===== src/rtl/ft245_tx_arbiter.sv =====
// rtl/ft245_tx_arbiter.sv - round-robin packet arbiter feeding the FT245 TX channel
// Locks a grant per packet, optionally prefixes a source-ID header, aborts stalled packets.
module ft245_tx_arbiter #(
  parameter int         N              = 4,
  parameter bit         HEADER_EN      = 1'b1,
  parameter logic [3:0] HEADER_TAG     = 4'hA,
  parameter int         TIMEOUT_CYCLES = 1024
) (
  input  logic           clk,
  input  logic           rst,
  input  logic [8*N-1:0] req_data_i,
  input  logic [N-1:0]   req_rdy_i,
  input  logic [N-1:0]   req_last_i,
  output logic [N-1:0]   req_ack_o,
  output logic [7:0]     tx_data_si,
  output logic           tx_rdy_si,
  input  logic           tx_ack_si,
  output logic [N-1:0]   grant_o,
  output logic           busy_o,
  output logic           timeout_err_o
);

  localparam logic [15:0] TMO = 16'(TIMEOUT_CYCLES);

  typedef enum logic [1:0] {IDLE, HDR, DATA, DRAIN} state_t;

  state_t      state;
  logic [3:0]  gidx;
  logic [3:0]  ptr;
  logic        hold_valid;
  logic [7:0]  hold_data;
  logic [15:0] tmo_cnt;

  logic        found;
  logic [3:0]  pick;
  logic [N-1:0] pick_oh;
  logic        rdy_g;
  logic        last_g;
  logic [7:0]  data_g;
  logic        slot_free;
  logic        load_data;
  logic        tmo_hit;
  logic [3:0]  next_ptr;
  logic [7:0]  hdr_byte;

  // Select the granted source's request lines.
  always_comb begin
    rdy_g  = 1'b0;
    last_g = 1'b0;
    data_g = 8'h00;
    for (int k = 0; k < N; k++) begin
      if (gidx == 4'(k)) begin
        rdy_g  = req_rdy_i[k];
        last_g = req_last_i[k];
        data_g = req_data_i[8*k +: 8];
      end
    end
  end

  // Round robin: the requester closest at or above the pointer (with wrap) wins.
  always_comb begin
    int best;
    int d;
    best  = N;
    d     = 0;
    found = 1'b0;
    pick  = 4'd0;
    for (int k = 0; k < N; k++) begin
      d = (k >= int'(ptr)) ? (k - int'(ptr)) : (k + N - int'(ptr));
      if (req_rdy_i[k] && (d < best)) begin
        best  = d;
        pick  = 4'(k);
        found = 1'b1;
      end
    end
  end

  assign pick_oh   = {{(N-1){1'b0}}, 1'b1} << pick;
  assign slot_free = !hold_valid || tx_ack_si;
  assign load_data = (state == DATA) && slot_free && rdy_g;
  assign tmo_hit   = (TMO != 16'd0) && (state == DATA) && slot_free && !rdy_g &&
                     (tmo_cnt == TMO - 16'd1);
  assign next_ptr  = (gidx == 4'(N-1)) ? 4'd0 : gidx + 4'd1;
  assign hdr_byte  = {HEADER_TAG, gidx};

  assign req_ack_o  = load_data ? grant_o : '0;
  assign tx_rdy_si  = hold_valid;
  assign tx_data_si = hold_data;
  assign busy_o     = (state != IDLE);

  always_ff @(posedge clk or negedge rst) begin
    if (!rst) begin
      state         <= IDLE;
      gidx          <= 4'd0;
      ptr           <= 4'd0;
      hold_valid    <= 1'b0;
      hold_data     <= 8'h00;
      tmo_cnt       <= 16'd0;
      grant_o       <= '0;
      timeout_err_o <= 1'b0;
    end else begin
      timeout_err_o <= 1'b0;

      // Load wins over drain so a byte can enter on the same edge the old one leaves.
      if (state == HDR && slot_free) begin
        hold_valid <= 1'b1;
        hold_data  <= hdr_byte;
      end else if (load_data) begin
        hold_valid <= 1'b1;
        hold_data  <= data_g;
      end else if (tx_ack_si) begin
        hold_valid <= 1'b0;
      end

      case (state)
        IDLE: begin
          if (found) begin
            gidx    <= pick;
            grant_o <= pick_oh;
            tmo_cnt <= 16'd0;
            state   <= HEADER_EN ? HDR : DATA;
          end
        end
        HDR: begin
          if (slot_free) begin
            tmo_cnt <= 16'd0;
            state   <= DATA;
          end
        end
        DATA: begin
          if (load_data) begin
            tmo_cnt <= 16'd0;
            if (last_g) state <= DRAIN;
          end else if (tmo_hit) begin
            timeout_err_o <= 1'b1;
            state         <= DRAIN;
          end else if (slot_free && (tmo_cnt != 16'hFFFF)) begin
            tmo_cnt <= tmo_cnt + 16'd1;
          end
        end
        DRAIN: begin
          if (!hold_valid || tx_ack_si) begin
            grant_o <= '0;
            ptr     <= next_ptr;
            state   <= IDLE;
          end
        end
        default: state <= IDLE;
      endcase
    end
  end

endmodule


===== config.mk =====
export PLATFORM = sky130hd
export DESIGN_NAME = ft245_tx_arbiter
export DESIGN_NICKNAME = d
export VERILOG_FILES = /design/src/rtl/ft245_tx_arbiter.sv
export SDC_FILE = /design/constraint.sdc
export NUM_CORES = 1
export LEC_CHECK = 0
export BUFFER_PORTS_ARGS = -buffer_cell sky130_fd_sc_hd__buf_4
export CELL_PAD_IN_SITES_DETAIL_PLACEMENT = 1
export CELL_PAD_IN_SITES_GLOBAL_PLACEMENT = 1
export CORE_ASPECT_RATIO = 0.5
export CORE_UTILIZATION = 38
export CTS_CLUSTER_SIZE = 8
export DETAILED_ROUTE_END_ITERATION = 7
export PLACE_DENSITY_LB_ADDON = 0.05
export REMOVE_ABC_BUFFERS = 1
export SYNTH_ARGS = -nofsm -noshare
export SYNTH_HDL_FRONTEND = slang
export SYNTH_SLANG_ARGS = --single-unit

===== constraint.sdc =====
create_clock -name clk -period 6.91 [get_ports clk]
set_input_delay 0.691 -clock clk [delete_from_list [all_inputs] [get_ports clk]]
set_output_delay 0.691 -clock clk [all_outputs]
set_load 0.005 [all_outputs]

; ---- Yosys cells after proc, flatten, opt, wreduce, memory -nomap -nowiden
; Cells that the tools add are included.
[op_classes]
n_shift = 1
order_cmp = 8
n_addsub = 10
n_eq_ne = 15
n_reduce_logical = 25
mux = 52
[ops]
columns = operator, n
row1 = 32-bit 2-to-1 mux, 7
row2 = 32-bit less-than comparator, 3
row3 = 16-bit 2-to-1 mux, 5
row4 = 8-bit 2-to-1 mux, 6
row5 = 16-bit case mux with 3 select lines, 1
row6 = 32-bit by 4-bit less-than comparator with 1-bit output (second input constant), 1
row7 = 4-bit 2-to-1 mux, 6
row8 = 3-bit by 4-bit subtractor with 5-bit output (first input constant), 4
row9 = 1-bit 2-to-1 mux, 19
row10 = 16-bit by 1-bit adder with 16-bit output (second input constant), 1
row11 = 16-bit by 10-bit == test with 1-bit output (second input constant), 1
row12 = 16-bit != test (second input constant), 1
row13 = 2-bit 2-to-1 mux, 6
row14 = 1-bit logical AND, 10
row15 = 5-bit AND reduction, 2
row16 = 1-bit by 4-bit subtractor with 5-bit output (first input constant), 2
row17 = 2-bit by 4-bit subtractor with 5-bit output (first input constant), 2
row18 = 3-bit != test (second input constant), 3
row19 = 4-bit by 2-bit == test with 1-bit output (second input constant), 2
row20 = 1-bit by 4-bit greater-or-equal comparator with 1-bit output (first input constant), 2
row21 = 2-bit by 4-bit greater-or-equal comparator with 1-bit output (first input constant), 2
row22 = 2-bit case mux with 4 select lines, 1
row23 = 4-bit case mux with 2 select lines, 1
row24 = 2-bit != test (second input constant), 3
row25 = 14 further kinds, 20
[word_totals]
output_inout_bits = 19
regBits = 40

; ---- Longest topological paths before layout
[logic_depth]
depth_word = 17
depth_mapped = 30

; ---- Worst setup path before layout
; Ideal clock, no wire load.
[synth_path]
path_kind = register -> register
from = register ptr[1]
to = register state[1]
arrival_time_ps = 5189
n_path_buf = 1
required_ps = 6785
setup_slack_ps = 1596
period_less_slack_ps = 5314
path_stages_with_launch = 27
path_cell_list = dfrtp_1 -> inv_1 -> ha_1 -> inv_1 -> ha_1 -> nor2b_4 -> buf_6 -> nand2_1 -> ha_1 -> nor2b_1 -> o2111ai_1 -> o21ai_1 -> nand3_1 -> ha_1 -> nor4bb_1 -> and4_1 -> a22o_1 -> o21ai_0 -> o31a_1 -> ha_1 -> nor3b_1 -> o21ai_0 -> o21bai_1 -> nand4bb_2 -> or2_2 -> nand3_1 -> mux2_2
[synth_between]
elab_chain_len = 16
word_cells_on_any_way = 33
classes_between = add/sub: 8 / order compare: 8 / eq/ne: 1 / mux: 11 / reduce/logical: 5
[synth_rtl]
columns = element, line
row1 = start: declaration, 29  ; logic [3:0] ptr;
row2 = start signal: assignment, 144  ; ptr <= next_ptr;
row3 = 3-bit by 4-bit subtractor with 5-bit output (tied with other cells), 69  ; d = (k >= int'(ptr)) ? (k - int'(ptr)) : (k + N - int'(ptr));
row4 = 32-bit 2-to-1 mux, 69
row5 = 32-bit by 4-bit less-than comparator with 1-bit output, 70  ; if (req_rdy_i[k] && (d < best)) begin
row6 = 1-bit logical AND, 70
row7 = 32-bit 2-to-1 mux, 70
row8 = 32-bit less-than comparator, 70
row9 = 1-bit logical AND, 70
row10 = 32-bit 2-to-1 mux, 70
row11 = 32-bit less-than comparator, 70
row12 = 1-bit logical AND, 70
row13 = 32-bit 2-to-1 mux, 70
row14 = 32-bit less-than comparator, 70
row15 = 1-bit logical AND, 70
row16 = 1-bit 2-to-1 mux (*), 70
row17 = 2-bit != test (no source line) (*), n/a
row18 = 5-bit AND reduction (no source line) (*), n/a
row19 = end signal: assignment, 121  ; state <= HEADER_EN ? HDR : DATA;
row20 = end: declaration, 27  ; state_t state;
; Every way passes the cells marked *; elsewhere a longest branch is shown, timed or not.
; A chain may end at the register's enable or synchronous reset.

; ---- Worst setup path in the final report
[layout_path]
from = register ptr[1]
to = register tmo_cnt[3]
[layout_between]
elab_chain_len = 16
word_cells_on_any_way = 33
classes_between = add/sub: 8 / order compare: 8 / eq/ne: 1 / mux: 11 / reduce/logical: 5
[layout_rtl]
columns = element, line
row1 = 3-bit by 4-bit subtractor with 5-bit output (tied with other cells), 69
row2 = 32-bit 2-to-1 mux, 69
row3 = 32-bit by 4-bit less-than comparator with 1-bit output, 70
row4 = 1-bit logical AND, 70
row5 = 32-bit 2-to-1 mux, 70
row6 = 32-bit less-than comparator, 70
row7 = 1-bit logical AND, 70
row8 = 32-bit 2-to-1 mux, 70
row9 = 32-bit less-than comparator, 70
row10 = 1-bit logical AND, 70
row11 = 32-bit 2-to-1 mux, 70
row12 = 32-bit less-than comparator, 70
row13 = 1-bit logical AND, 70
row14 = 1-bit 2-to-1 mux (*), 70
row15 = 2-bit != test (no source line) (*), n/a
row16 = 5-bit AND reduction (no source line) (*), n/a
row17 = end signal: assignment, 138  ; tmo_cnt <= tmo_cnt + 16'd1;
row18 = end: declaration, 32  ; logic [15:0] tmo_cnt;
; Marks and branches as above.

==> results.txt <==
- The run finished with clean final reports.
- Placeable core area: 7380 µm²
- Wire length of the first global-routing pass: 14.0 mm
- For this design, the CTS-stage hold fixing added 0 buffers.
* Most frequent cell on the critical path: sky130_fd_sc_hd__ha_1
* Post-CTS setup buffer count: 0
- Final instance area: 3580 µm²
- Of all nets on the critical path, the largest fanout is 10.
- Timing would allow up to 161 MHz.
- Buffers inserted during clock tree synthesis total 5.
* Adder and majority cell fraction of the synthesized area: 10.7%
* Setup TNS Final: 0 ns
- Area enclosed by the die boundary: 8070 µm²
- Largest buffer count on any clock path: 2
* Cell internal pwr: 774 µW
- Part of the total power dissipated in the clock network: 15.6%
- Width of the die: 126 µm
- The repair_antennas step left the layout with diodes totalling 0.
* Most repeated cell in the gate-level netlist after synthesis: sky130_fd_sc_hd__dfrtp_1
- Sequential fraction of the synthesis area: 30.8%
- Setup clock skew after layout: 0.00420 ns
* Placed inst area: 3430 µm²
- Total congestion overflow: 0
* GRT Overall Usage: 21.9%
- Via count: 2789
- The cell area that synthesis handed to floorplanning was 2920 µm².
- Req. time, crit path: 7.05 ns
- The initialized floorplan defines 22 standard-cell rows.
* Total met3 wirelength after detailed routing: 239 µm
- The floorplan step set the die height to 64.0 µm.
- After detailed routing, the number of remaining DRC violations is 0.
- The area growth from synthesis to layout is 22.4%.
- The synthesized netlist devotes 22.9% of its cell area to simple gates.
- Measured against its own limit, the worst slew margin works out to 52.7%.
* Met2 WL post-DR: 4.07 mm
* Synth Area in Compound Gates: 28.7%
* Initial Utilization: 39.6%
- Input and output buffers added on the ports amount to 61.
- Worst path arrival time: 6.34 ns
* Hold WS: 0.383 ns
* Switching Share: 46.5%
* Root buf cell: sky130_fd_sc_hd__clkbuf_16
- First drt pass iteration count: 4
* Ports: 62
- Finish-stage setup viols: 0
- STA classifies the critical path endpoint as a flip-flop.
- Clock tree synthesis found a total of 36 sinks.
- Length of routed wiring on met1: 4.01 mm
- Biggest area contributors in the synthesized netlist: sky130_fd_sc_hd__dfrtp_1, sky130_fd_sc_hd__ha_1, sky130_fd_sc_hd__o21ai_0, sky130_fd_sc_hd__o31ai_4, sky130_fd_sc_hd__nand2_1
- Count of cells resized by post-cts repair: 0
* Flop and latch count out of synthesis: 36
- Slowest CP cell: sky130_fd_sc_hd__dfrtp_1
- Summed over all cells, the static leakage comes to 1.58 nW.
- For this block, the initial DRC count from the detailed router was 81.
- Routed wire length: 8.37 mm
- At the pin with the least slew margin, the transition time is 0.710 ns.
- Maximum number of pins on one net before global-route repair: 37
- Number of antenna violations at the first check in global routing: 0
* Synth top area share: 30.8%
- Via count of the first global-routing pass: 2776
* Clock tree from TritonCTS: done
- During synthesis, Yosys emitted a total of 0 warnings.
- Routability-driven placement finished with a final weighted congestion of 0.872.
- In the synthesized netlist the dominant register cell turns out to be sky130_fd_sc_hd__dfrtp_1.
- The synthesized netlist devotes 0.300% of its cell area to XOR and XNOR gates.
- Setup crit start kind: flip-flop
- At the later pin of the worst-skew pair, clock insertion delay measures 0.27 ns.
* Detailed-route wire length per cell: 17.1 µm
- The largest single stage delay on the critical path is 0.42 ns.
- Count of placed standard cells including taps: 481
- Top cell type by total area after synthesis: sky130_fd_sc_hd__dfrtp_1
- Start-to-end type of the worst setup path: reg -> reg
* Multiplexer share of the synthesized area: 1.11%
- Post-Synthesis Mean Instance Area: 8.70 µm²
* Post-layout power: 1.45 mW
- Max-cap violations in this run came to 0.
* Uppermost signal routing layer after detailed routing: met4
- The tightest min-delay check is of the in -> async type.
- Clock transition at path regs: 0.06 ns
* Time the worst path needs with I/O delays and setup: 6.20 ns
- The final max-slew violation count came to 0.
- Sequential cells burn 22.6% of the power.
* Post-synth EDFFs: 0
- Dividing total power by cell area gives a power density of 404 nW/µm².
- The cell count after synthesis came out at 336.
- Dominant combinational cell family by area after synthesis: compound AO/OA/AOI/OAI gates
* Via density: 5.70
* Final hold violation count: 0
- HPWL after DPL: 6.29 mm
- For this run, the number of standard cells in the final layout without fillers is 489.
- In this run the remaining antenna-violating nets after routing total 0.
- Top cells by count, synth: sky130_fd_sc_hd__dfrtp_1, sky130_fd_sc_hd__o21ai_0, sky130_fd_sc_hd__nand2_1, sky130_fd_sc_hd__ha_1, sky130_fd_sc_hd__nor2_1
- Net switching power: 672 µW
* Largest vdd supply drop: 0.120 mV
- Proportion of layout cells with a drive suffix above 1: 21.9%
* Net total in the final layout: 460
- Share of flip-flops with an asynchronous set or reset after synthesis: 100%
- The H-tree was split into 2 levels.
- Combinational logic burns 61.8% of the power.
- Setup repair after global routing left no endpoint under its margin.
- After synthesis, the netlist uses 56 different library cells.
- Share of the cycle needed by the critical path after routing: 89.8%
[critical path: cells and delay by family, from the launching register on]
family / cells / cell delay (ns)
AO/OA/AOI/OAI: 9 / 1.83
AND/OR/NAND/NOR: 9 / 1.90
flip-flops: 1 / 0.42
adder cells (fa/ha/maj): 5 / 1.33
buffers and inverters: 3 / 0.58
[path summary, 6_finish.rpt]
| check | cells after the start | startpoint | slack, ns | endpoint |
|---|---|---|---|---|
| setup reg to reg | 26 | ptr[1] | 0.71 | tmo_cnt[3] |
| max in group asynchronous | 1 | rst | 6.19 | grant_o[1] |
| setup / recovery | 26 | ptr[1] | 0.71 | tmo_cnt[3] |
| hold reg to reg | 1 | grant_o[1] | 0.52 | grant_o[1] |
| min in group clk | 1 | grant_o[1] | 0.52 | grant_o[1] |
| hold / removal | 1 | rst | 0.38 | tmo_cnt[5] |
[logic make-up (layout without fill, tap and decap cells)]
kind of cell / after synthesis / after routing
compound gates: 112 / 112
xor+xnor: 1 / 1
fa+ha+maj: 25 / 25
buf+inv: 32 / 84
flops: 36 / 36
mux: 3 / 3
other cells: 1 / 6
simple gates: 126 / 126
[routing by layer]
layer  vias to the layer above  track usage, %
li1                       1339               -
met1                      1391            28.7
met2                        49            38.3
met3                        10            3.52
met4                         0            4.82
met5                         -               0
[per-stage QoR]
step | setup slack (ns) | util, %
final | 0.707 | 48.5
after detailed placement | 0.585 | 46.5
after floorplan | 1.19 | -
after global routing | 0.202 | 48.5
after global placement | 0.861 | 46.5
after CTS | 0.530 | 48.5
[power by group through the flow]
stage	clock network [mW]	logic (mW)	registers, mW
after floorplan	0	0.589	0.320
after global placement	0	0.863	0.326
after detailed placement	0	0.887	0.330
after CTS	0.232	0.895	0.327
after global routing	0.239	1.00	0.337
final	0.226	0.894	0.327
[registers in the layout, indices dropped and copies added, names as in the netlist]
| register | cells |
|---|---|
| state | 2 |
| gidx | 2 |
| grant_o | 4 |
| timeout_err_o | 1 |
| tx_rdy_si | 1 |
| ptr | 2 |
| tmo_cnt | 16 |
| tx_data_si | 8 |
[layout by cell type, fill, tap and decap left out, drive strengths merged, types with 2 or more instances in the layout]
master    n
nor3b     5
nand3    16
and3      7
clkbuf    8
buf      63
o31ai    14
a22oi     9
or2       2
mux2      2
nor2     24
inv      13
and4      2
nor4bb    2
conb      6
ha       25
nor2b    11
nand3b    2
nand4     3
nor3      3
a211oi    3
o211ai   12
a21oi    11
a31oi     5
or3       5
o31a      2
nand2b    4
o2bb2ai   4
o21ai    40
nand2    31
a221oi    2
and2      6
dfrtp    36
[layout make-up]
class                   count  area [µm²]
fillers                   903        3800
multi-input cells         273        1890
flip-flops and latches     36         901
repair buffers             63         473
clock buffers               8         146
well taps                  96         120
inverters                  13        48.8
Power figures use the tool's default switching activity.
